**src/rtl/ir_pkg.sv**
```systemverilog
// ir_pkg
// Shared types and constants for the IR line-sensor error calculator:
// sweep state encoding, sensor channel map, datapath widths and the
// position-weight helpers.

package ir_pkg;

   localparam int ERR_W = 16;
   localparam int A2D_W = 12;
   localparam int CH_W  = 3;

   // Even channels sit left of centre, odd channels right of centre;
   // the pair index (idx>>1) moves outward from the middle.
   localparam logic [CH_W-1:0] CH_L_INNER = 3'd0;
   localparam logic [CH_W-1:0] CH_R_INNER = 3'd1;
   localparam logic [CH_W-1:0] CH_L_MID   = 3'd2;
   localparam logic [CH_W-1:0] CH_R_MID   = 3'd3;
   localparam logic [CH_W-1:0] CH_L_OUTER = 3'd4;
   localparam logic [CH_W-1:0] CH_R_OUTER = 3'd5;
   localparam logic [CH_W-1:0] CH_LAST    = CH_R_OUTER;

   typedef enum logic [2:0] {
      S_IDLE,
      S_SETTLE,
      S_CONV,
      S_WAIT,
      S_DONE
   } ir_state_e;

   // Weight exponent: inner pair x1, mid pair x2, outer pair x4.
   function automatic logic [1:0] wt_exp(input logic [CH_W-1:0] idx);
      return 2'(idx >> 1);
   endfunction

   // Right-hand sensors pull the error positive, left-hand ones negative.
   function automatic logic is_right(input logic [CH_W-1:0] idx);
      return (idx & 3'd1) != 3'd0;
   endfunction

endpackage

```
**src/rtl/ir_err_calc_if.sv**
```systemverilog
// ir_err_calc_if
// Start/complete handshake between the error calculator (master) and the
// A2D converter (slave).

interface ir_err_calc_if;
   import ir_pkg::*;

   logic             strt_cnv;
   logic [CH_W-1:0]  chnnl;
   logic             cnv_cmplt;
   logic [A2D_W-1:0] res;

   modport master (
      output strt_cnv,
      output chnnl,
      input  cnv_cmplt,
      input  res
   );

   modport slave (
      input  strt_cnv,
      input  chnnl,
      output cnv_cmplt,
      output res
   );

endinterface

```
**src/rtl/ir_period_tmr.sv**
```systemverilog
// ir_period_tmr
// Free-running sweep period counter. Counts 0..PERIOD-1 while enabled and
// is held at zero while disabled, so a fresh enable always waits a full
// period before the first tick.

module ir_period_tmr #(
   parameter int PERIOD = 4096
) (
   input  logic clk,
   input  logic rst,
   input  logic en,
   output logic tick
);

   localparam int CW = (PERIOD > 1) ? $clog2(PERIOD) : 1;
   localparam logic [CW-1:0] LAST = CW'(PERIOD - 1);

   logic [CW-1:0] cnt;

   assign tick = en && (cnt == LAST);

   // Period count: cleared on reset or disable, wraps at the tick.
   always_ff @(posedge clk) begin
      if (rst || !en)
         cnt <= '0;
      else if (cnt == LAST)
         cnt <= '0;
      else
         cnt <= cnt + 1'b1;
   end

endmodule

```
**src/rtl/ir_err_calc.sv**
```systemverilog
// ir_err_calc
// Sensing front end for the line follower's PID loop. Each period it turns
// the IR emitters on, waits for them to settle, converts the six sensors in
// turn and folds the readings into a signed position-weighted error.
// Optional feature macro: IR_ERR_FILTER_EN averages each new error with the
// previous one (the first sweep after reset or enable loads unfiltered).

module ir_err_calc
   import ir_pkg::*;
#(
   parameter int PERIOD = 4096,
   parameter int SETTLE = 256,
   parameter logic [A2D_W-1:0] LINE_THRES = 12'h200
) (
   input  logic                    clk,
   input  logic                    rst,
   input  logic                    en,
   ir_err_calc_if.master           a2d,
   output logic                    IR_en,
   output logic signed [ERR_W-1:0] error,
   output logic                    err_vld,
   output logic                    line_present
);

   localparam int SW = (SETTLE > 1) ? $clog2(SETTLE) : 1;
   localparam logic [SW-1:0] SETTLE_LAST = SW'(SETTLE - 1);

   ir_state_e        state, nxt_state;
   logic             tick;
   logic             strt_cnv;
   logic [CH_W-1:0]  idx;
   logic [SW-1:0]    settle_cnt;
   logic [ERR_W-1:0] acc, acc_nxt, term, err_load;
   logic             line_flag, flag_nxt;

   ir_period_tmr #(.PERIOD(PERIOD)) u_tmr (
      .clk  (clk),
      .rst  (rst),
      .en   (en),
      .tick (tick)
   );

   assign a2d.strt_cnv = strt_cnv;
   assign a2d.chnnl    = idx;

   // Weighted term for the reading arriving now, and the running sums it produces.
   always_comb begin
      term     = ERR_W'(a2d.res) << wt_exp(idx);
      acc_nxt  = is_right(idx) ? (acc + term) : (acc - term);
      flag_nxt = line_flag | (a2d.res > LINE_THRES);
   end

`ifdef IR_ERR_FILTER_EN
   logic signed [ERR_W:0] filt_sum;
   logic                  first_sweep;

   assign filt_sum = $signed({acc_nxt[ERR_W-1], acc_nxt}) + $signed({error[ERR_W-1], error});
   assign err_load = first_sweep ? acc_nxt : ERR_W'(filt_sum >>> 1);

   // Remember whether the filter has a valid history since reset or enable.
   always_ff @(posedge clk) begin
      if (rst || !en)
         first_sweep <= 1'b1;
      else if (state == S_WAIT && a2d.cnv_cmplt && idx == CH_LAST)
         first_sweep <= 1'b0;
   end
`else
   assign err_load = acc_nxt;
`endif

   // Sweep state register.
   always_ff @(posedge clk) begin
      if (rst)
         state <= S_IDLE;
      else
         state <= nxt_state;
   end

   // Sweep sequencing and the per-state outputs; dropping en aborts any sweep.
   always_comb begin
      nxt_state = state;
      IR_en     = 1'b0;
      err_vld   = 1'b0;
      strt_cnv  = 1'b0;
      unique case (state)
         S_IDLE: begin
            if (en && tick)
               nxt_state = S_SETTLE;
         end
         S_SETTLE: begin
            IR_en = 1'b1;
            if (!en)
               nxt_state = S_IDLE;
            else if (settle_cnt == SETTLE_LAST)
               nxt_state = S_CONV;
         end
         S_CONV: begin
            IR_en    = 1'b1;
            strt_cnv = 1'b1;
            nxt_state = en ? S_WAIT : S_IDLE;
         end
         S_WAIT: begin
            IR_en = 1'b1;
            if (!en)
               nxt_state = S_IDLE;
            else if (a2d.cnv_cmplt)
               nxt_state = (idx == CH_LAST) ? S_DONE : S_CONV;
         end
         S_DONE: begin
            err_vld   = 1'b1;
            nxt_state = S_IDLE;
         end
         default: nxt_state = S_IDLE;
      endcase
   end

   // Sweep datapath: settle timer, channel index, accumulator and result registers.
   always_ff @(posedge clk) begin
      if (rst) begin
         idx          <= '0;
         settle_cnt   <= '0;
         acc          <= '0;
         line_flag    <= 1'b0;
         error        <= '0;
         line_present <= 1'b0;
      end else begin
         unique case (state)
            S_IDLE: begin
               if (en && tick) begin
                  idx        <= '0;
                  settle_cnt <= '0;
                  acc        <= '0;
                  line_flag  <= 1'b0;
               end
            end
            S_SETTLE: settle_cnt <= settle_cnt + 1'b1;
            S_WAIT: begin
               if (en && a2d.cnv_cmplt) begin
                  acc       <= acc_nxt;
                  line_flag <= flag_nxt;
                  if (idx == CH_LAST) begin
                     error        <= err_load;
                     line_present <= flag_nxt;
                  end else begin
                     idx <= idx + 1'b1;
                  end
               end
            end
            default: ;
         endcase
      end
   end

endmodule
```
**src/flat_wrapper.sv**
```systemverilog
// flat-port wrapper written by rule: the top's interface ports become plain ports
module ir_err_calc_flat import ir_pkg::*;
#(
   parameter int PERIOD = 4096,
   parameter int SETTLE = 256,
   parameter logic [A2D_W-1:0] LINE_THRES = 12'h200
)
  (clk, rst, en, IR_en, error, err_vld, line_present, a2d_strt_cnv, a2d_chnnl, a2d_cnv_cmplt, a2d_res);
  ir_err_calc_if a2d_i ();
  input  logic clk;
  input  logic rst;
  input  logic en;
  output logic IR_en;
  output logic signed [ERR_W-1:0] error;
  output logic err_vld;
  output logic line_present;
  output wire logic [$bits(a2d_i.strt_cnv)-1:0] a2d_strt_cnv;
  output wire logic [$bits(a2d_i.chnnl)-1:0] a2d_chnnl;
  input wire logic [$bits(a2d_i.cnv_cmplt)-1:0] a2d_cnv_cmplt;
  input wire logic [$bits(a2d_i.res)-1:0] a2d_res;
  assign a2d_strt_cnv = a2d_i.strt_cnv;
  assign a2d_chnnl = a2d_i.chnnl;
  assign a2d_i.cnv_cmplt = a2d_cnv_cmplt;
  assign a2d_i.res = a2d_res;
  ir_err_calc #(.PERIOD(PERIOD), .SETTLE(SETTLE), .LINE_THRES(LINE_THRES)) u_core (.clk(clk), .rst(rst), .en(en), .a2d(a2d_i), .IR_en(IR_en), .error(error), .err_vld(err_vld), .line_present(line_present));
endmodule
```
**config.mk**
```make
export PLATFORM = sky130hd
export DESIGN_NAME = ir_err_calc_flat
export DESIGN_NICKNAME = d
export VERILOG_FILES = /design/src/rtl/ir_pkg.sv /design/src/rtl/ir_err_calc_if.sv /design/src/rtl/ir_period_tmr.sv /design/src/rtl/ir_err_calc.sv /design/src/flat_wrapper.sv
export SDC_FILE = /design/constraint.sdc
export NUM_CORES = 1
export LEC_CHECK = 0
export ABC_AREA = 1
export CORE_AREA = 4 4 95 97
export DETAILED_ROUTE_END_ITERATION = 8
export DIE_AREA = 0 0 99 101
export PLACE_DENSITY_LB_ADDON = 0.3
export SETUP_SLACK_MARGIN = 0.5
export SLEW_MARGIN = 20
export SYNTH_ARGS = -nofsm -noshare
export SYNTH_HDL_FRONTEND = slang
export SYNTH_SLANG_ARGS = --single-unit
```
**constraint.sdc**
```tcl
create_clock -name clk -period 3.7 [get_ports clk]
set_input_delay 0.74 -clock clk [delete_from_list [all_inputs] [get_ports clk]]
set_output_delay 0.74 -clock clk [all_outputs]
set_load 0.1 [all_outputs]
```
; ---- Yosys cells after proc, flatten, opt, wreduce, memory -nomap -nowiden
; Index checks and enable logic that the tools add are counted.
; W data, S select, Z words.
[totals]
out_inout_bits = 23
ramBits = 0
ff_bits = 60
memories = 0
romBits = 0
word_cells = 67
in_bits = 16
latchBits = 0
[op_classes]
reduce_logical = 15
n_bitwise = 1
n_lt_le_gt_ge = 1
n_shift = 1
div_mod_pow = 0
eq_ne = 12
mux = 24
n_mul = 0
n_addsub = 5
[op_table]
columns = operator, n
row1 = $mux W16, 3
row2 = $pmux W16 S2, 1
row3 = $mux W3, 9
row4 = $add A16 B16 Y16, 1
row5 = $pmux W8 S2, 1
row6 = $shl A12 B2 Y16, 1
row7 = $sub A16 B16 Y16, 1
row8 = $add A12 B1 Y12 const B, 1
row9 = $eq A12 B12 Y1 const B, 1
row10 = $gt A12 B10 Y1 const B, 1
row11 = $pmux W3 S4, 1
row12 = $reduce_and A3 Y1, 3
row13 = $add A8 B1 Y8 const B, 1
row14 = $eq A8 B8 Y1 const B, 1
row15 = $mux W8, 1
row16 = $eq A3 B2 Y1 const B, 2
row17 = $eq A3 B3 Y1 const B, 2
row18 = $pmux W3 S2, 1
row19 = $mux W1, 5
row20 = $ne A2 B1 Y1 const B, 2
row21 = $reduce_and A4 Y1, 1
row22 = $reduce_bool A2 Y1, 2
row23 = $add A3 B1 Y3 const B, 1
row24 = $eq A3 B1 Y1 const B, 1
row25 = other kinds (13), 15

; ---- Longest topological paths before layout
; Gate-level depths: netlist of the first run.
[depth]
depth_word = 5
ltp_mapped = 28
mapped_depth_nobuf = 26

; ---- Cells and area by module
; Synthesis of the first run repeated with hierarchy kept, for this count alone.
[unflattened]
hier_cells = 608
hier_area_um2 = 4037.6
[modules_own_cells]
columns = mod, area_each_um2, n_inst, seq_area_each_um2, cells_each
row1 = ir_err_calc, 3460.8, 1, 960.9, 533
row2 = ir_period_tmr, 576.8, 1, 240.2, 75

; ---- Worst setup path after synthesis of the first run
; No wires, ideal clock.
[synth_path]
kind = register to register
startpoint = register u_core.idx[1] (netlist: u_core.a2d.chnnl[1])
endpoint = register u_core.error[11]
stages_incl_launch_ff = 26
setup_time_ns = 0.118
arrival_time_ns = 3.548
slack_ns = 0.034
period_less_slack_ns = 3.666
n_path_buf = 2
required_ns = 3.582
cell_sequence = dfxtp_1 -> buf_6 -> inv_6 -> buf_12 -> nand2_2 -> nor2_1 -> inv_1 -> ha_1 -> nand2_1 -> nor2_2 -> nand3_2 -> nor2_2 -> nand3_1 -> nand2_1 -> xnor2_1 -> inv_1 -> ha_1 -> a21oi_1 -> o21ai_0 -> inv_1 -> nand2_1 -> or2_2 -> nand2_1 -> nand2_1 -> o211ai_1 -> inv_1
[synth_between]
elab_chain_len = 3
elab_cells_between_ends = 6
classes_between = add/sub: 2 / eq/ne: 1 / shift: 1 / mux: 1 / reduce/logical: 1
[synth_rtl]
columns = element, line_no
row1 = from (decl), ir_err_calc.sv:31  ; logic [CH_W-1:0] idx;
row2 = from (signal assigned), ir_err_calc.sv:145  ; idx <= idx + 1'b1;
row3 = $shl A12 B2 Y16, ir_err_calc.sv:48  ; term = ERR_W'(a2d.res) << wt_exp(idx);
row4 = $sub A16 B16 Y16 or $add A16 B16 Y16 (tied branches), ir_err_calc.sv:49  ; acc_nxt = is_right(idx) ? (acc + term) : (acc - term);
row5 = $mux W16, ir_err_calc.sv:49
row6 = to (signal assigned), ir_err_calc.sv:142  ; error <= err_load;
row7 = to (decl), ir_err_calc.sv:20  ; output logic signed [ERR_W-1:0] error,
; Parallel ways exist; a longest one is shown, timed or not.
; A chain may end at the register's enable or synchronous reset.

; ---- Worst setup path after layout of the first run
[layout_path]
startpoint = input a2d_res[1]
endpoint = register u_core.error[11]
[layout_between]
elab_chain_len = 3
elab_cells_between_ends = 4
classes_between = add/sub: 2 / shift: 1 / mux: 1
[layout_rtl]
columns = element, line_no
row1 = from (decl), flat_wrapper.sv:20  ; input wire logic [$bits(a2d_i.res)-1:0] a2d_res;
row2 = $shl A12 B2 Y16 (*), ir_err_calc.sv:48
row3 = $sub A16 B16 Y16 or $add A16 B16 Y16 (tied branches), ir_err_calc.sv:49
row4 = $mux W16 (*), ir_err_calc.sv:49
; Every way passes the cells marked *; elsewhere a longest branch is shown, timed or not.

==> impl_results.md, run 1 <==
- Status: completed
- Via count: 4216
- Min-delay worst type: reg -> reg
- Ports: 39
- IO buf count: 38
- Worst path required time: 3.93 ns
- Vias in the first global route: 4098
- Cell mode on critical path: nand2_1
- Crit path largest cell delay: 0.33 ns
- ANT nets after route: 0
- Pleak: 2.45 nW
- Final period util: 82.3%
- Synthesized area per cell: 6.75 sq um
- Final Critical Period: 3.04 ns
- Share of cells above drive strength 1: 22.8%
- Max Buffers Root-to-Sink: 2
- H-tree levels: 3
- First-pass detailed-route iteration total: 5
- Worst-Skew Late Latency: 0.35 ns
- Final nets: 722
- DP Cell Count: 769
- Initial antenna violation count: 0
- CTS Buf Count: 9
- Die Width: 99 microns
- Buf/Inv on CP: 5
- Post-DP HPWL: 7.55 mm
- Die H: 101 microns
- Post-synthesis instance total: 615
- Startpoint Class: input port
- DR iter-0 viols: 212
- CTS sink cnt: 60
- Residual DRC: 0
- Final Instance Count excl. Fillers: 795
- Sequential share of the synthesized area: 29.0%
- Commonest non-fill, non-tap cell in the layout: nand2_1
- Crit path DAT: 3.28 ns
- Min-delay src: u_core.u_tmr.cnt[0]
- Total track usage: 21.3%
- Worst-Margin Slew: 0.973 ns
- Critical path's top delay family: simple AND/OR/NAND/NOR gates
- Initial Utilization: 51.0%
- Routed wire length per instance: 13.5 microns
- Die area: 10000 sq um
- Slew Limit Fails: 0
- Unique cell type count in the Yosys netlist: 46
- CP cell instances: clkbuf_2 > inv_2 > nand2_2 > nand3_4 > ha_4 > nand2_2 > nor2_4 > nand3_2 > nor2_4 > nor2_1 > xor2_1 > inv_1 > ha_1 > buf_4 > nand2_1 > nor2_2 > nand2_1 > nand2_1 > or2_2 > nand2_1 > nand2_1 > o211ai_1 > inv_1
- Reg2Reg Launch Point: u_core.a2d.chnnl[1]
- CP max FO: 4
- Fin util: 64.8%
- Largest net degree at the start of global routing: 33
- Final Hold Vio Count: 0
- CTS root buffer: clkbuf_8
- Final count of negative-setup-slack endpoints: 0
- Drt via density: 5.30
- CP startpoint: a2d_res[1]
- FMAX: 0.329 GHz
- Final WL: 10.8 mm
- Mapped Area: 4150 sq um
- RSZ-0062 raised after global routing: no
- Total global routing overflow: 0
- First-pass GRT wire length: 17.6 mm
- Antenna diode count: 0
- Critical path class: in -> reg
- Final GP Congestion: 0.846
- Row count: 33
- Core footprint: 8130 sq um
- Max_slew headroom: 35.0%
- Max VDD drop: 0.246 mV
- Hold_ws: 0.463 ns
- Commonest non-fill, non-tap cells in the layout: 144 x nand2_1, 57 x dfxtp_1, 56 x inv_1
- Worst-path clk slew: 0.07 ns
- Share of the synthesized area in the top cell type: 29.0%
- Synth area leader: dfxtp_1
- Pwr/cell area: 274 nW/um^2
- Syn. warnings: 0
- Setup crit end kind: flop
- Max-cap violations: 0
- Final Skew: 0.0118 ns
- Critical path's slowest cell: ha_1
- Dominant cells by area after synthesis: dfxtp_1 29%, nand2_1 14%, nand3_1 7.1%
- Seq cells post-synth: 60
- TritonCTS clock tree: yes
- Syn nets: 652
- P&R area growth vs syn: 27.1%
-- repair_timing --
item / in CTS / in global routing
hold endpoints to repair: 0 / 0
pin swaps: 8 / 32
resized for setup: 27 / 58
buffers inserted: 3 / 7
setup endpoints to repair: 21 / 19
hold buffers: 0 / 0
-- cell usage after synthesis (all sizes together) --
library cell,instances
nor4,1
a211oi,3
nor3b,1
and2,2
nand2,176
buf,12
or2,2
nor2,53
and3,2
ha,20
a31oi,2
dfxtp,60
a21oi,48
nand4,5
o21ai,25
a21o,4
nor3,13
nand3b,3
clkinv,4
clkbuf,5
xor2,12
xnor2,12
nand3,66
inv,67
o21a,3
fa,1
a21boi,1
o211ai,6
o21bai,6
-- stage by stage --
stage | setup slack, ns | cell area, sq um | setup TNS (ns) | total power [W]
finish | 0.656 | 5270 | 0 | 0.00144
global placement | -0.159 | 4750 | -0.424 | 0.000887
CTS | 0.506 | 5040 | 0 | 0.00144
global route | 0.435 | 5270 | 0 | 0.00150
floorplan | 0.488 | 4160 | 0 | 0.000814
detailed placement | -0.227 | 4750 | -1.37 | 0.000892
-- registers in the layout, summed over array words and instances (netlist names) --
name	cells
u_core.u_tmr.cnt	12
u_core.a2d.chnnl	3
u_core.error	16
u_core.settle_cnt	8
u_core.line_flag	1
u_core.state	3
u_core.line_present	1
u_core.acc	16
-- report_power, final --
part           internal [W]  switching [W]  leakage, nW
Clock              0.000263       0.000275       0.0898
Combinational     0.0000948       0.000156         1.88
Sequential         0.000649     0.00000525        0.486
-- routing by layer --
| metal | routed length [microns] | up-vias | part of all wire, % | GRT usage [%] |
|---|---|---|---|---|
| met4 | 263 | 0 | 2.4 | 8.30 |
| met2 | 5720 | 74 | 53 | 39.7 |
| met5 | 0 | - | 0 | 0 |
| met1 | 4500 | 1968 | 42 | 24.0 |
| met3 | 276 | 26 | 2.6 | 3.53 |
| li1 | - | 2148 | - | - |
-- worst reg2reg max path, cell delays in order (launching register included) --
cell and delay (ns):
dfxtp_4 0.38, inv_8 0.13, nand2_2 0.08, nor2_2 0.12, inv_2 0.06, ha_4 0.16
nand2_2 0.08, nor2_4 0.04, nand3_2 0.09, nor2_4 0.04, nor2_1 0.11, xor2_1 0.15
inv_1 0.08, ha_1 0.33, buf_4 0.16, nand2_1 0.10, nor2_2 0.07, nand2_1 0.06
nand2_1 0.11, or2_2 0.31, nand2_1 0.07, nand2_1 0.05, o211ai_1 0.09, inv_1 0.05
-- cells by family after synthesis --
| group | count (synthesis) | share of synthesized area, % |
|---|---|---|
| compound gates | 98 | 13.5 |
| xor+xnor | 24 | 5.07 |
| fa+ha+maj | 21 | 6.51 |
| buf+inv | 88 | 9.53 |
| flops | 60 | 29.0 |
| simple gates | 324 | 36.4 |
-- path summary, 6_finish.rpt --
path	to	slack [ns]	cells past startpoint
max	u_core.error[11]	0.66	23
min reg2reg	u_core.u_tmr.cnt[0]	0.46	1
min	u_core.u_tmr.cnt[0]	0.46	1
max reg2reg	u_core.error[11]	0.68	23
-- cell type report --
class                   count  area, sq um
flip-flops and latches     60         1210
repair buffers             76          671
fillers                   696         2860
well taps                 105          131
multi-input cells         467         2810
inverters                  71          278
clock buffers              11          141
clock inverters             5         36.3
Note: power is estimated with default switching activity, not from simulation.
==> run 2: changes to the inputs <==
==> constraint.sdc (replaced) <==
create_clock -name clk -period 3.1 [get_ports clk]
set_input_delay 0.62 -clock clk [delete_from_list [all_inputs] [get_ports clk]]
set_output_delay 0.62 -clock clk [all_outputs]
set_load 0.1 [all_outputs]
==> impl_results.md, run 2 (synthesis results as in run 1) <==
- Final Critical Period: 3.00 ns
- Register cell area after layout: 1210 sq um
- CP cell instances: clkdlybuf4s15_2 > inv_1 > nand2_2 > nand3_2 > o21ai_2 > nor2_4 > nand3_4 > nor2_4 > nor2_2 > xor2_1 > inv_1 > ha_4 > nand2_4 > buf_6 > inv_4 > nand2_2 > o211ai_1 > xor2_1 > buf_4 > o21bai_1 > inv_1
- Critical path class: in -> reg
- Ports: 39
- Antenna diode count: 0
- Die Width: 99 microns
- Worst-path clk slew: 0.07 ns
- Filler cell count: 579
- Row count: 33
- Worst-Margin Slew: 0.567 ns
- Min-delay worst type: reg -> reg
- Final count of negative-setup-slack endpoints: 0
- Final TNS setup: 0 ns
- Slew Limit Fails: 0
- Crit path largest cell delay: 0.33 ns
- Total global routing overflow: 0
- Hold_ws: 0.472 ns
- Pre-CTS setup slack: -0.574 ns
- Post-DP HPWL: 7.72 mm
- Drt via density: 5.44
- Startpoint Class: input port
- Met3 wire len: 435 microns
- CTS root buffer: clkbuf_8
- CP max FO: 4
- Top sig layer: met4
- Cell mode on critical path: inv_1
- Vias in the first global route: 4431
- Fin util: 72.6%
- IO buf count: 38
- Hold EP: u_core.u_tmr.cnt[0]
- DR WL met2: 6.64 mm
- Reg2Reg Launch Point: u_core.a2d.chnnl[1]
- Status: completed
- Final period util: 96.9%
- Residual DRC: 0
- Pleak: 2.76 nW
- Total track usage: 23.0%
- Final nets: 770
- Max_slew headroom: 62.0%
- FMAX: 0.333 GHz
- Largest net degree at the start of global routing: 32
- ANT nets after route: 0
- Area of the multi-input gates: 3070 sq um
- Critical path's slowest cell: ha_4
- Die H: 101 microns
- CTS sink cnt: 60
- R2R setup slack: 0.12 ns
- P&R area growth vs syn: 42.2%
- RSZ-0062 raised after global routing: yes
- Final Skew: 0.00797 ns
- Met1 wire length: 4.94 mm
- Max Buffers Root-to-Sink: 2
- Share of cells above drive strength 1: 35.8%
- Commonest non-fill, non-tap cell in the layout: nand2_1
- Worst path required time: 3.34 ns
- H-tree levels: 3
- Cts hold-fix bufs: 0
- Initial Utilization: 51.0%
- Min-delay src: u_core.u_tmr.cnt[0]
- Final WL: 12.4 mm
- Pwr/cell area: 319 nW/um^2
- First-pass detailed-route iteration total: 5
- Biggest regs: u_core.acc x16, u_core.error x16, u_core.u_tmr.cnt x12
- Commonest non-fill, non-tap cells in the layout: 130 x nand2_1, 97 x buf_4, 57 x dfxtp_1
- Initial antenna violation count: 0
- Setup crit end kind: flop
- Crit path DAT: 3.24 ns
- DR iter-0 viols: 313
- TritonCTS clock tree: yes
- Final setup margin: 0.0973 ns
- Final Hold Vio Count: 0
- Worst Reg-to-Reg Cells: 21
- Max-cap violations: 0
- Core footprint: 8130 sq um
- Max VDD drop: 0.333 mV
- First-pass GRT wire length: 19.1 mm
- Via count: 4586
- Routed wire length per instance: 14.7 microns
- Die area: 10000 sq um
- CTS Buf Count: 9
- Cell depth of the worst hold path: 1
- Final GP Congestion: 0.920
- Crit Reg-Reg Endpoint: u_core.error[9]
- Worst-Skew Late Latency: 0.35 ns
## run 2: changes by cell type in the layout (fill, tap and decap cells not counted), sizes merged, moves of 2 or more
cell | before | now
buf | 40 | 111
clkdlybuf4s50 | 25 | 4
dlygate4sd2 | 0 | 7
dlymetal6s2s | 7 | 0
clkbuf | 15 | 9
clkdlybuf4s15 | 0 | 2
## run 2: worst max path at each step
stage	startpoint	to
CTS	u_core.a2d.chnnl[1]	u_core.error[15]
detailed placement	a2d_res[0]	u_core.error[15]
finish	a2d_res[2]	u_core.error[9]
global placement	a2d_res[0]	u_core.error[15]
floorplan	u_core.a2d.chnnl[1]	u_core.error[15]
global route	u_core.a2d.chnnl[1]	u_core.acc[9]
## run 2: routing by layer
layer / vias to the layer above / GRT usage, %
met2: 117 / 44.0
met5: - / 0
li1: 2240 / -
met3: 35 / 4.64
met4: 0 / 7.35
met1: 2194 / 25.1
## run 2: power breakdown
part / switching [W] / internal [W] / total, W
Combinational: 0.000222 / 0.000163 / 0.000385
Sequential: 0.00000631 / 0.000774 / 0.000781
Clock: 0.000342 / 0.000374 / 0.000716
Total: 0.000571 / 0.00131 / 0.00188
## run 2: timing repair
item,in CTS,in global routing
endpoints found under the hold margin,0,0
pin swaps,51,32
resized for setup,69,43
cloned,0,0
endpoints found under the setup margin,28,26
buffers inserted,20,4
## run 2: final cells by class
cell class              instances  share of cell area [%]
multi-input cells             467                    52.1
flip-flops and latches         60                    20.5
repair buffers                124                    17.0
inverters                      71                    4.79
well taps                     105                    2.23
clock buffers                   9                    2.10
clock inverters                 7                    1.25
## run 2: through the flow
stage               area [sq um]  instances  power (W)
detailed placement          5150        803    0.00112
floorplan                   4360        615   0.000997
global placement            5150        803    0.00111
finish                      5900        843    0.00188
global route                5900        843    0.00196
CTS                         5660        839    0.00186
## run 2: critical path, delay by kind of cell
family,cells,cell delay [ns]
compound gates,3,0.45
xor+xnor,2,0.32
fa+ha+maj,1,0.33
buf+inv,7,0.85
simple gates,8,0.66
